`src/rtl/mem_access_unit.sv`:
```
// MEM-stage load/store unit: word/half/byte loads and stores over a multi-cycle bus with an
// active-low ready handshake, a wait-state timeout, flush handling and a pipeline stall output.
module mem_access_unit #(
  parameter int unsigned DATA_W  = 32,
  parameter int unsigned OFS_W   = 2,
  parameter int unsigned ADDR_W  = 30,
  parameter int unsigned TIMEOUT = 255
) (
  input  logic                clk,
  input  logic                reset,
  input  logic                EXEn,
  input  logic [3:0]          EXMemOp,
  input  logic [DATA_W-1:0]   EXMemWrData,
  input  logic [DATA_W-1:0]   EXOut,
  input  logic                Flush,
  input  logic [DATA_W-1:0]   BusRdData,
  input  logic                BusRdy_,
  output logic [ADDR_W-1:0]   BusAddr,
  output logic                BusAs_,
  output logic                BusRW,
  output logic [DATA_W/8-1:0] BusBE,
  output logic [DATA_W-1:0]   BusWrData,
  output logic [DATA_W-1:0]   Out,
  output logic                OutValid,
  output logic                Busy,
  output logic                MissAlign,
  output logic                BusErr
);

  localparam int unsigned BE_W = DATA_W / 8;

  typedef enum logic {StIdle, StAccess} state_t;
  typedef enum logic [1:0] {SzWord, SzHalf, SzByte} size_t;

  state_t              state_q, state_d;
  logic [15:0]         cnt_q, cnt_d;
  size_t               sz_q, sz_d;
  logic                sgn_q, sgn_d, ld_q, ld_d, drop_q, drop_d;
  logic [OFS_W-1:0]    ofs_q, ofs_d;
  logic [ADDR_W-1:0]   addr_q, addr_d;
  logic                as_q, as_d, rw_q, rw_d, ov_q, ov_d, ma_q, ma_d, err_q, err_d;
  logic [BE_W-1:0]     be_q, be_d;
  logic [DATA_W-1:0]   wd_q, wd_d, out_q, out_d;

  logic                dec_ld, dec_st, dec_sgn, aligned, dropped;
  size_t               dec_sz;
  logic [OFS_W-1:0]    ofs;
  logic [DATA_W-1:0]   shifted, ld_data;

  assign ofs     = EXOut[OFS_W-1:0];
  assign dropped = drop_q | Flush;

  always_comb begin
    dec_ld  = 1'b0;
    dec_st  = 1'b0;
    dec_sgn = 1'b0;
    dec_sz  = SzWord;
    case (EXMemOp)
      4'd1: dec_ld = 1'b1;
      4'd2: dec_st = 1'b1;
      4'd3: begin dec_ld = 1'b1; dec_sz = SzHalf; dec_sgn = 1'b1; end
      4'd4: begin dec_ld = 1'b1; dec_sz = SzHalf; end
      4'd5: begin dec_st = 1'b1; dec_sz = SzHalf; end
      4'd6: begin dec_ld = 1'b1; dec_sz = SzByte; dec_sgn = 1'b1; end
      4'd7: begin dec_ld = 1'b1; dec_sz = SzByte; end
      4'd8: begin dec_st = 1'b1; dec_sz = SzByte; end
      default: ;
    endcase
    case (dec_sz)
      SzWord:  aligned = (ofs == '0);
      SzHalf:  aligned = ~ofs[0];
      default: aligned = 1'b1;
    endcase
  end

  // Little-endian: the latched byte offset moves the selected lane down to bit 0.
  always_comb begin
    shifted = BusRdData >> {ofs_q, 3'b000};
    case (sz_q)
      SzHalf:  ld_data = {{(DATA_W-16){sgn_q & shifted[15]}}, shifted[15:0]};
      SzByte:  ld_data = {{(DATA_W-8){sgn_q & shifted[7]}}, shifted[7:0]};
      default: ld_data = shifted;
    endcase
  end

  always_comb begin
    state_d = state_q;
    cnt_d   = cnt_q;
    sz_d    = sz_q;
    sgn_d   = sgn_q;
    ld_d    = ld_q;
    ofs_d   = ofs_q;
    drop_d  = drop_q;
    addr_d  = addr_q;
    as_d    = as_q;
    rw_d    = rw_q;
    be_d    = be_q;
    wd_d    = wd_q;
    out_d   = out_q;
    ov_d    = 1'b0;
    ma_d    = 1'b0;
    err_d   = 1'b0;
    Busy    = 1'b0;
    unique case (state_q)
      StIdle: begin
        drop_d = 1'b0;
        if (EXEn && !Flush) begin
          if (!dec_ld && !dec_st) begin
            out_d = EXOut;
            ov_d  = 1'b1;
          end else if (!aligned) begin
            ma_d  = 1'b1;
            out_d = '0;
          end else begin
            Busy    = 1'b1;
            state_d = StAccess;
            cnt_d   = '0;
            addr_d  = EXOut[OFS_W+ADDR_W-1:OFS_W];
            as_d    = 1'b0;
            rw_d    = dec_ld;
            ld_d    = dec_ld;
            sz_d    = dec_sz;
            sgn_d   = dec_sgn;
            ofs_d   = ofs;
            case (dec_sz)
              SzHalf: begin
                be_d = BE_W'(2'b11) << ofs;
                wd_d = {(DATA_W/16){EXMemWrData[15:0]}};
              end
              SzByte: begin
                be_d = BE_W'(1'b1) << ofs;
                wd_d = {(DATA_W/8){EXMemWrData[7:0]}};
              end
              default: begin
                be_d = '1;
                wd_d = EXMemWrData;
              end
            endcase
            if (dec_ld) be_d = '1;
          end
        end
      end
      StAccess: begin
        Busy   = 1'b1;
        drop_d = dropped;
        if (!BusRdy_) begin
          state_d = StIdle;
          as_d    = 1'b1;
          be_d    = '0;
          drop_d  = 1'b0;
          if (!dropped) begin
            out_d = ld_q ? ld_data : '0;
            ov_d  = 1'b1;
          end
        end else if (cnt_q == 16'(TIMEOUT - 1)) begin
          state_d = StIdle;
          as_d    = 1'b1;
          be_d    = '0;
          drop_d  = 1'b0;
          if (!dropped) begin
            out_d = '0;
            err_d = 1'b1;
          end
        end else begin
          cnt_d = cnt_q + 16'd1;
        end
      end
      default: ;
    endcase
  end

  always_ff @(posedge clk or posedge reset) begin
    if (reset) begin
      state_q <= StIdle;
      cnt_q   <= '0;
      sz_q    <= SzWord;
      sgn_q   <= 1'b0;
      ld_q    <= 1'b0;
      ofs_q   <= '0;
      drop_q  <= 1'b0;
      addr_q  <= '0;
      as_q    <= 1'b1;
      rw_q    <= 1'b1;
      be_q    <= '0;
      wd_q    <= '0;
      out_q   <= '0;
      ov_q    <= 1'b0;
      ma_q    <= 1'b0;
      err_q   <= 1'b0;
    end else begin
      state_q <= state_d;
      cnt_q   <= cnt_d;
      sz_q    <= sz_d;
      sgn_q   <= sgn_d;
      ld_q    <= ld_d;
      ofs_q   <= ofs_d;
      drop_q  <= drop_d;
      addr_q  <= addr_d;
      as_q    <= as_d;
      rw_q    <= rw_d;
      be_q    <= be_d;
      wd_q    <= wd_d;
      out_q   <= out_d;
      ov_q    <= ov_d;
      ma_q    <= ma_d;
      err_q   <= err_d;
    end
  end

  assign BusAddr   = addr_q;
  assign BusAs_    = as_q;
  assign BusRW     = rw_q;
  assign BusBE     = be_q;
  assign BusWrData = wd_q;
  assign Out       = out_q;
  assign OutValid  = ov_q;
  assign MissAlign = ma_q;
  assign BusErr    = err_q;

endmodule
```
`config.mk`:
```
export PLATFORM = sky130hd
export DESIGN_NAME = mem_access_unit
export DESIGN_NICKNAME = d
export VERILOG_FILES = /design/src/rtl/mem_access_unit.sv
export SDC_FILE = /design/constraint.sdc
export NUM_CORES = 1
export LEC_CHECK = 0
export ABC_CLOCK_PERIOD_IN_PS = 8460
export CAP_MARGIN = 20
export CORE_MARGIN = 4
export CORE_UTILIZATION = 50
export CTS_BUF_LIST = sky130_fd_sc_hd__clkbuf_4
export CTS_CLUSTER_SIZE = 12
export DETAILED_ROUTE_END_ITERATION = 10
export HOLD_SLACK_MARGIN = 0.05
export PLACE_DENSITY = 0.95
export SYNTH_ARGS = -nofsm -noshare
export SYNTH_HDL_FRONTEND = slang
export SYNTH_SLANG_ARGS = --single-unit
export TNS_END_PERCENT = 30
```
`constraint.sdc`:
```
create_clock -name clk -period 8.46 [get_ports clk]
set_clock_uncertainty 0.2 [all_clocks]
set_input_delay 2.115 -clock clk [delete_from_list [all_inputs] [get_ports clk]]
set_output_delay 2.115 -clock clk [all_outputs]
set_load 0.03 [all_outputs]
```
* Yosys cells after proc, flatten, opt, wreduce, memory -nomap -nowiden
Index checks and enable logic that the tools add are counted.
** Word-level totals
- Flip-flop bits (word level) :: 127
- Input port bits :: 105
- Output and inout bits :: 104
- Word-level logic and storage cells :: 122
** Cells by class
- $add $sub $neg :: 1
- Eq/ne operators :: 22
- Shift operators :: 3
- Multiplexer cells :: 58
- Bitwise operators :: 6
- Reduce and logical (&&, ||, !) cells :: 16
** Operators by type and width (count)
- 32-bit two-way mux :: 8
- 32-bit case mux with 2 select lines :: 3
- 16-bit two-way mux :: 5
- 16-bit case mux with 2 select lines :: 1
- 32-bit by 5-bit >> shifter with 32-bit output :: 1
- 1-bit two-way mux :: 26
- 4-bit two-way mux :: 6
- 16-bit by 1-bit adder with 16-bit output, second input constant :: 1
- 16-bit by 8-bit equality test with 1-bit output, second input constant :: 1
- 4-bit by 3-bit equality test with 1-bit output, second input constant :: 4
- 4-bit case mux with 2 select lines :: 2
- 1-bit case mux with 2 select lines :: 6
- 2-bit != test, second input constant :: 5
- 5-bit AND reduction :: 2
- 3-bit != test, second input constant :: 3
- 3-bit OR reduction :: 3
- 4-bit by 2-bit equality test with 1-bit output, second input constant :: 2
- 4-bit AND reduction :: 2
- 5-bit OR reduction :: 1
- 2-bit by 1-bit equality test with 1-bit output, second input constant :: 2
- 2-bit equality test, second input constant :: 2
- 4-bit by 1-bit equality test with 1-bit output, second input constant :: 1
- 4-bit equality test, second input constant :: 1
- 2-bit logical NOT :: 2
- other kinds (10) :: 16

* Depth between registers and ports, before layout
Gate-level depths: netlist of the first run.
- Word-level depth :: 10
- Mapped depth :: 11
- Depth with buffers taken out :: 9

* Least setup slack after synthesis of the first run
No wires, ideal clock.
- Path kind :: input port to output port
- From :: in EXMemOp[2]
- To :: out Busy
- Arrival :: 3.576 ns
- Data required time :: 6.145 ns
- Slack :: 2.569 ns
- Stages on the path :: 7
- Buffers on the path :: 1
- Cells stage by stage :: nor3_2 > a22oi_1 > ha_1 > clkbuf_1 > o22ai_1 > a41oi_1 > inv_1
** On the way
- Longest elaborated chain between the ends :: 9
- Elaborated cells between the ends (all ways) :: 25
** Ends and longest elaborated chain
- from (decl) :: line 12 : input logic [3:0] EXMemOp,
- 4-bit equality test, or another cell as far along :: line 58 : case (EXMemOp)
- 3-bit OR reduction (no line)
- 2-bit case mux with 2 select lines :: line 58
- 2-bit by 1-bit equality test with 1-bit output / 2-bit logical NOT (equally long branches) :: line 69 : case (dec_sz)
- 1-bit case mux with 2 select lines :: line 69
- 1-bit two-way mux :: line 111 : end else if (!aligned) begin
- 1-bit two-way mux (*) :: line 108 : if (!dec_ld && !dec_st) begin
- 1-bit two-way mux (*) :: line 107 : if (EXEn && !Flush) begin
- 1-bit case mux with 2 select lines (*) :: line 104 : unique case (state_q)
- to (decl) :: line 25 : output logic Busy,
Mark *: on every way between the ends. The rest lies on a longest branch, timed or not.

* Final worst setup path of the first run
Same ends and word-level chain as after synthesis.

==> results of run 1 <==
==> critical path, stage by stage <==
cell,delay [ns]
clkdlybuf4s50_1,0.60
nor3_2,0.11
a22oi_1,0.34
ha_1,0.50
nor2b_1,0.09
o22ai_1,0.47
a41oi_1,0.21
inv_1,0.08
clkdlybuf4s50_1,0.66
==> final cells by class <==
class	count	area [um2]	area share, %
Sequential cell	127	3181	35.94
Multi-Input combinational cell	386	3007	33.97
Timing Repair Buffer	213	2140	24.18
Tap cell	172	215.2	2.432
Clock buffer	21	157.7	1.781
Clock inverter	11	73.82	0.8342
Inverter	19	73.82	0.8342
Antenna cell	1	2.502	0.02828
==> flip-flops by register name (all words and copies together) (netlist names), 2 cells and up <==
signal	flops
ofs_q	2
cnt_q	16
BusBE	4
sz_q	2
Out	32
BusWrData	32
BusAddr	30
==> power by group through the flow <==
stage	clock [W]	combinational, W	sequential, W
3_5_place_dp	0	0.000973	0.000875
2_1_floorplan	0	0.000304	0.00111
6_report	0.000369	0.000978	0.000868
5_1_grt	0.000406	0.00103	0.000884
4_1_cts	0.000376	0.000979	0.000866
3_3_place_gp	0	0.000948	0.000862
==> logic make-up (layout without fill, tap and decap cells) <==
family / Yosys count / in the layout / synth area share, %
AO/OA/AOI/OAI: 117 / 117 / 14.59
buffers and inverters: 57 / 264 / 4.163
multiplexers: 91 / 91 / 15.74
XOR/XNOR: 16 / 16 / 2.296
other: 0 / 1 / 0
AND/OR/NAND/NOR: 155 / 155 / 12.39
flip-flops: 127 / 127 / 49.46
adder cells (fa/ha/maj): 7 / 7 / 1.362
==> metal layers <==
layer	GRT usage, %	vias to the layer above	routed length [um]
li1	-	2477	-
met1	32.01	2662	7388
met2	44.87	357	9707
met3	9.277	57	2109
met4	12.68	0	717
met5	0	-	0
==> cells in the mapped netlist, drive strengths merged, types with 2 or more instances <==
library cell | instances | area share (%)
inv | 19 | 1.1
a221oi | 8 | 1.1
mux2 | 75 | 13
nand2 | 57 | 3.3
ha | 7 | 1.4
o31ai | 16 | 1.9
nand3 | 11 | 0.86
nor2 | 25 | 1.5
dfstp | 2 | 0.82
nor3b | 3 | 0.43
xnor2 | 7 | 1.1
o21ai | 25 | 1.9
nand3b | 2 | 0.23
a221o | 16 | 2.5
and2 | 3 | 0.29
nand4 | 6 | 0.58
a22oi | 11 | 1.5
a21oi | 4 | 0.31
xor2 | 9 | 1.2
clkbuf | 22 | 1.3
buf | 16 | 1.8
a22o | 10 | 1.4
nor4 | 3 | 0.29
o221ai | 7 | 0.95
and3 | 2 | 0.19
nor2b | 26 | 2.6
mux2i | 16 | 2.5
a21o | 4 | 0.47
and4 | 2 | 0.27
a32o | 7 | 1.1
o22ai | 2 | 0.19
dfrtp | 125 | 49
nor3 | 6 | 0.54
==> worst max-delay path by stage <==
stage	endpoint	slack, ns	cells after the start
4_1_cts	Busy	0.93	9
2_1_floorplan	Busy	2.57	7
6_report	Busy	0.96	9
5_1_grt	Busy	0.71	9
3_3_place_gp	Busy	1.04	9
3_5_place_dp	Busy	0.93	9
==> metrics by stage <==
step / setup slack (ns) / hold WS [ns] / total power [W]
floorplan: 2.569 / 0.2542 / 0.001414
global placement: 1.036 / 0.2538 / 0.001811
detailed placement: 0.9280 / 0.2550 / 0.001849
CTS: 0.9336 / 0.2702 / 0.002221
global route: 0.7144 / 0.2921 / 0.002324
finish: 0.9587 / 0.2656 / 0.002215
==> results.py, run 1 <==
metrics = {
    "pwr": {
        "switching_share_pct": 39.31,
        "p_per_area_nw_per_um2": 250.3,
        "p_leak_nw": 3.843,
        "p_clk_share_pct": 16.7,
        "p_int_w": 0.001344,
        "p_seq_share_pct": 39.2,
        "p_sw_w": 0.0008707,
        "ir_drop_mv": 0.1260,
        "combPwrFrac_pct": 44.1,
    },
    "outcome": {
        "outcome": "complete, no violations",
    },
    "place": {
        "numPortBuffers": 208,
        "place_inst": 915,
        "hpwl_mm": 14.74,
        "gp_congestion": 0.8986,
        "post_dp_cell_area_um2": 8581,
    },
    "timing": {
        "period_share_pct": 88.67,
        "fmax_mhz": 133.3,
        "slew_headroom_pct": 28.36,
        "period_minus_slack_ns": 7.501,
        "slew_viol_final": 0,
        "worst_slew_pin_slew_ns": 1.071,
        "rsz0062_at_grt": "false",
        "setup_tns_ns": 0,
        "hold_viol": 0,
        "setup_viol": 0,
    },
    "logic_synthesis": {
        "async_flop_share_pct": 100.0,
        "synth_cell_types": 61,
        "synth_cells": 570,
        "ys.flop_type": "dfrtp_1",
        "yosysSeqAreaShare_pct": 49.46,
        "synth_fp_nets": 682,
        "syn_avg_cell_area_um2": 11.28,
        "synth_edf_count": 0,
        "synth_area_um2": 6431,
        "ys_warn_count": 0,
        "ys_ff_latch": 127,
    },
    "hold_path": {
        "holdCritStartpoint": "BusAs_",
        "hold_path.class": "register to register",
        "min_path_cells": 2,
        "min_to": "BusAs_",
    },
    "critical_path": {
        "cp_max_fo": 11,
        "r2r_cells": 5,
        "crit_arrival_ns": 5.19,
        "cp-end-kind": "primary output",
        "ff2ff_setup_slack_ns": 5.34,
        "start_kind": "primary input",
        "cp.required_ns": 6.15,
        "crit-reg2reg-launch": "state_q",
        "crit_path_start": "EXMemOp[2]",
        "worstSetupPathType": "primary input to primary output",
        "r2r_end": "sz_q[1]",
    },
    "finish": {
        "fin_util_pct": 70.13,
        "n_fill_cell": 884,
        "fin_area_um2": 8850,
        "fin_nets": 876,
        "layout_commonest_cell": "clkdlybuf4s50_1",
        "area_growth_pct": 37.61,
        "drive_gt1_share_pct": 15.57,
        "final_cell_count_no_fill": 950,
        "final_cell_mix": "208 x clkdlybuf4s50_1, 125 x dfrtp_1, 73 x mux2_2, 57 x nand2_1, 25 x nor2b_1",
    },
    "clocking": {
        "cts.sink_count": 127,
        "root_buffer": "clkbuf_4",
        "post_cts_resized": 0,
        "clock_path_buffers": 2,
        "post_cts_buffers": 0,
        "htreeDepth": 4,
        "cts_tree": "built",
        "clock_latency_ns": 0.53,
        "numCtsBuffers": 17,
        "clkTransAtPathRegs_ns": 0.10,
        "ctsHoldBuffers": 0,
    },
    "detailed_routing": {
        "vias": 5553,
        "first_iter_violations": 720,
        "wirelength_mm": 19.92,
        "final_antenna_net_count": 0,
        "route.detailed.drc": 0,
        "wl_per_cell_um": 20.97,
        "via_per_inst": 5.845,
        "dr.pass1.iters": 5,
    },
    "global_routing": {
        "grt_pass1_wl_mm": 30.98,
        "first_global_vias": 5759,
        "antenna_found_initial": 1,
        "grt_max_degree": 81,
        "overflow": 0,
        "gr-usage-all-layers_pct": 27.23,
    },
    "floorplanning": {
        "rows": 41,
        "dieHeight_um": 121.4,
        "die_w_um": 121.4,
        "ios": 209,
        "core_area_um2": 12620,
        "initial_core_util_pct": 50.96,
        "fp.dieArea_um2": 14740,
    },
    "flow_run": {
        "cap_violations": 0,
    },
}
(Power assumes the default switching activity.)
==> run 2, diff against run 1 <==
ABC_CLOCK_PERIOD_IN_PS = 7650   (was 8460)
CORE_MARGIN = not set   (was 4)
CORE_UTILIZATION = 48   (was 50)
clock period = 7.65 ns   (was 8.46 ns; I/O delays follow)
==> run 2 against run 1 <==
  * Count of clock-buffer cells in the layout decreased by 3
  * Non-clock buffer count unchanged
  * Global-route usage increased by 0.99 points
  * Largest power group unchanged
  * Core utilization decreased by 0.33 points
  * Highest routed layer unchanged
  * Power increased by 16%
  * Via count increased by 0.61%
  * Setup slack got worse by 0.36 ns
  * Largest cell class unchanged
  * Combinational power increased by 10%
  * Critical path depth unchanged
==> results.py, run 2 (synthesis gave the netlist of run 1 again) <==
metrics = {
    "outcome": {
        "outcome": "complete, no violations",
    },
    "finish": {
        "diodes": 0,
        "final_cell_count_no_fill": 949,
        "drive_gt1_share_pct": 15.83,
        "final_cell_mix": "208 x clkdlybuf4s50_1, 125 x dfrtp_1, 73 x mux2_2, 57 x nand2_1, 25 x nor2b_1",
        "fin_util_pct": 69.80,
        "area_growth_pct": 39.18,
        "fin_nets": 876,
        "layout_commonest_cell": "clkdlybuf4s50_1",
    },
    "flow_run": {
        "cap_violations": 0,
    },
    "timing": {
        "worst_slew_pin_slew_ns": 1.117,
        "slew_viol_final": 0,
        "period_share_pct": 92.12,
        "hold_viol": 0,
        "slew_headroom_pct": 25.28,
        "setup_tns_ns": 0,
        "setup_viol": 0,
        "fmax_mhz": 141.9,
        "period_minus_slack_ns": 7.047,
        "rsz0062_at_grt": "false",
    },
    "global_routing": {
        "grt_pass1_wl_mm": 30.32,
        "first_global_vias": 5774,
        "antenna_found_initial": 0,
        "grt_max_degree": 83,
        "gr-usage-all-layers_pct": 28.21,
        "overflow": 0,
    },
    "hold_path": {
        "hold_path.class": "register to register",
    },
    "clocking": {
        "clock_latency_ns": 0.53,
        "clock_path_buffers": 2,
        "cts_tree": "built",
        "post_cts_resized": 0,
        "ctsHoldBuffers": 0,
        "numCtsBuffers": 17,
        "post_cts_buffers": 0,
        "clkTransAtPathRegs_ns": 0.11,
        "root_buffer": "clkbuf_4",
        "cts.sink_count": 127,
        "htreeDepth": 4,
    },
    "floorplanning": {
        "dieHeight_um": 117.8,
        "rows": 41,
        "ios": 209,
        "core_area_um2": 12820,
        "die_w_um": 117.8,
        "fp.dieArea_um2": 13870,
        "initial_core_util_pct": 50.15,
    },
    "place": {
        "place_inst": 915,
        "numPortBuffers": 208,
        "gp_congestion": 0.9187,
        "hpwl_mm": 13.86,
    },
    "detailed_routing": {
        "route.detailed.drc": 0,
        "final_antenna_net_count": 0,
        "wl_per_cell_um": 20.06,
        "via_per_inst": 5.887,
        "dr.pass1.iters": 5,
        "first_iter_violations": 478,
        "vias": 5587,
        "wirelength_mm": 19.04,
    },
    "critical_path": {
        "worstSetupPathType": "primary input to primary output",
        "cp.required_ns": 5.54,
        "crit_arrival_ns": 4.93,
        "cp-end-kind": "primary output",
        "cp_max_fo": 11,
        "start_kind": "primary input",
    },
    "pwr": {
        "p_leak_nw": 3.880,
        "p_per_area_nw_per_um2": 287.0,
        "power_w": 0.002569,
        "ir_drop_mv": 0.1634,
    },
}
[run 2: worst max-delay path: stages]
cell,delay (ns)
clkdlybuf4s50_1,0.59
nor3_2,0.11
a22oi_1,0.33
ha_1,0.47
nor2b_1,0.09
o22ai_1,0.47
a41oi_1,0.21
inv_1,0.09
clkdlybuf4s50_1,0.66
[run 2: path summary, 6_finish.rpt]
check	startpoint	endpoint	slack, ns	cells past startpoint
min reg2reg	BusAs_	BusAs_	0.27	2
max	EXMemOp[2]	Busy	0.60	9
max reg2reg	cnt_q[0]	Out[9]	4.68	7
min	BusAs_	BusAs_	0.27	2
min in group asynchronous	reset	cnt_q[0]	1.42	2
max in group asynchronous	reset	BusWrData[15]	5.00	3
[run 2: per-stage QoR]
step	setup WS (ns)	instance area, um2	hold slack [ns]
final	0.6030	8951	0.2731
after global routing	0.3314	8951	0.2828
after CTS	0.5735	8912	0.2779
after detailed placement	0.5722	8581	0.2607
after global placement	0.7092	8581	0.2552
after floorplan	2.157	6431	0.2542
[run 2: cell type report]
class | instances | area, um2
clock buffer | 18 | 135.1
sequential | 127 | 3181
clock inverter | 14 | 196.4
tap | 172 | 215.2
fill | 907 | 3874
inverter | 19 | 73.82
multi-input combinational | 386 | 3007
timing repair buffer | 213 | 2143
[run 2: layer usage]
| metal | GRT usage, % | vias up | wire length [um] |
|---|---|---|---|
| li1 | - | 2481 | - |
| met1 | 32.60 | 2740 | 7365 |
| met2 | 47.50 | 316 | 9285 |
| met3 | 8.915 | 50 | 1802 |
| met4 | 13.22 | 0 | 583 |
| met5 | 0 | - | 0 |
[run 2: where the power goes]
part / total (W) / leakage [nW] / internal [W] / switching [W]
clock network: 0.000541 / 0.166 / 0.000290 / 0.000251
registers: 0.000953 / 1.62 / 0.000833 / 0.000120
logic: 0.00108 / 2.10 / 0.000486 / 0.000589
total: 0.00257 / 3.88 / 0.00161 / 0.000960
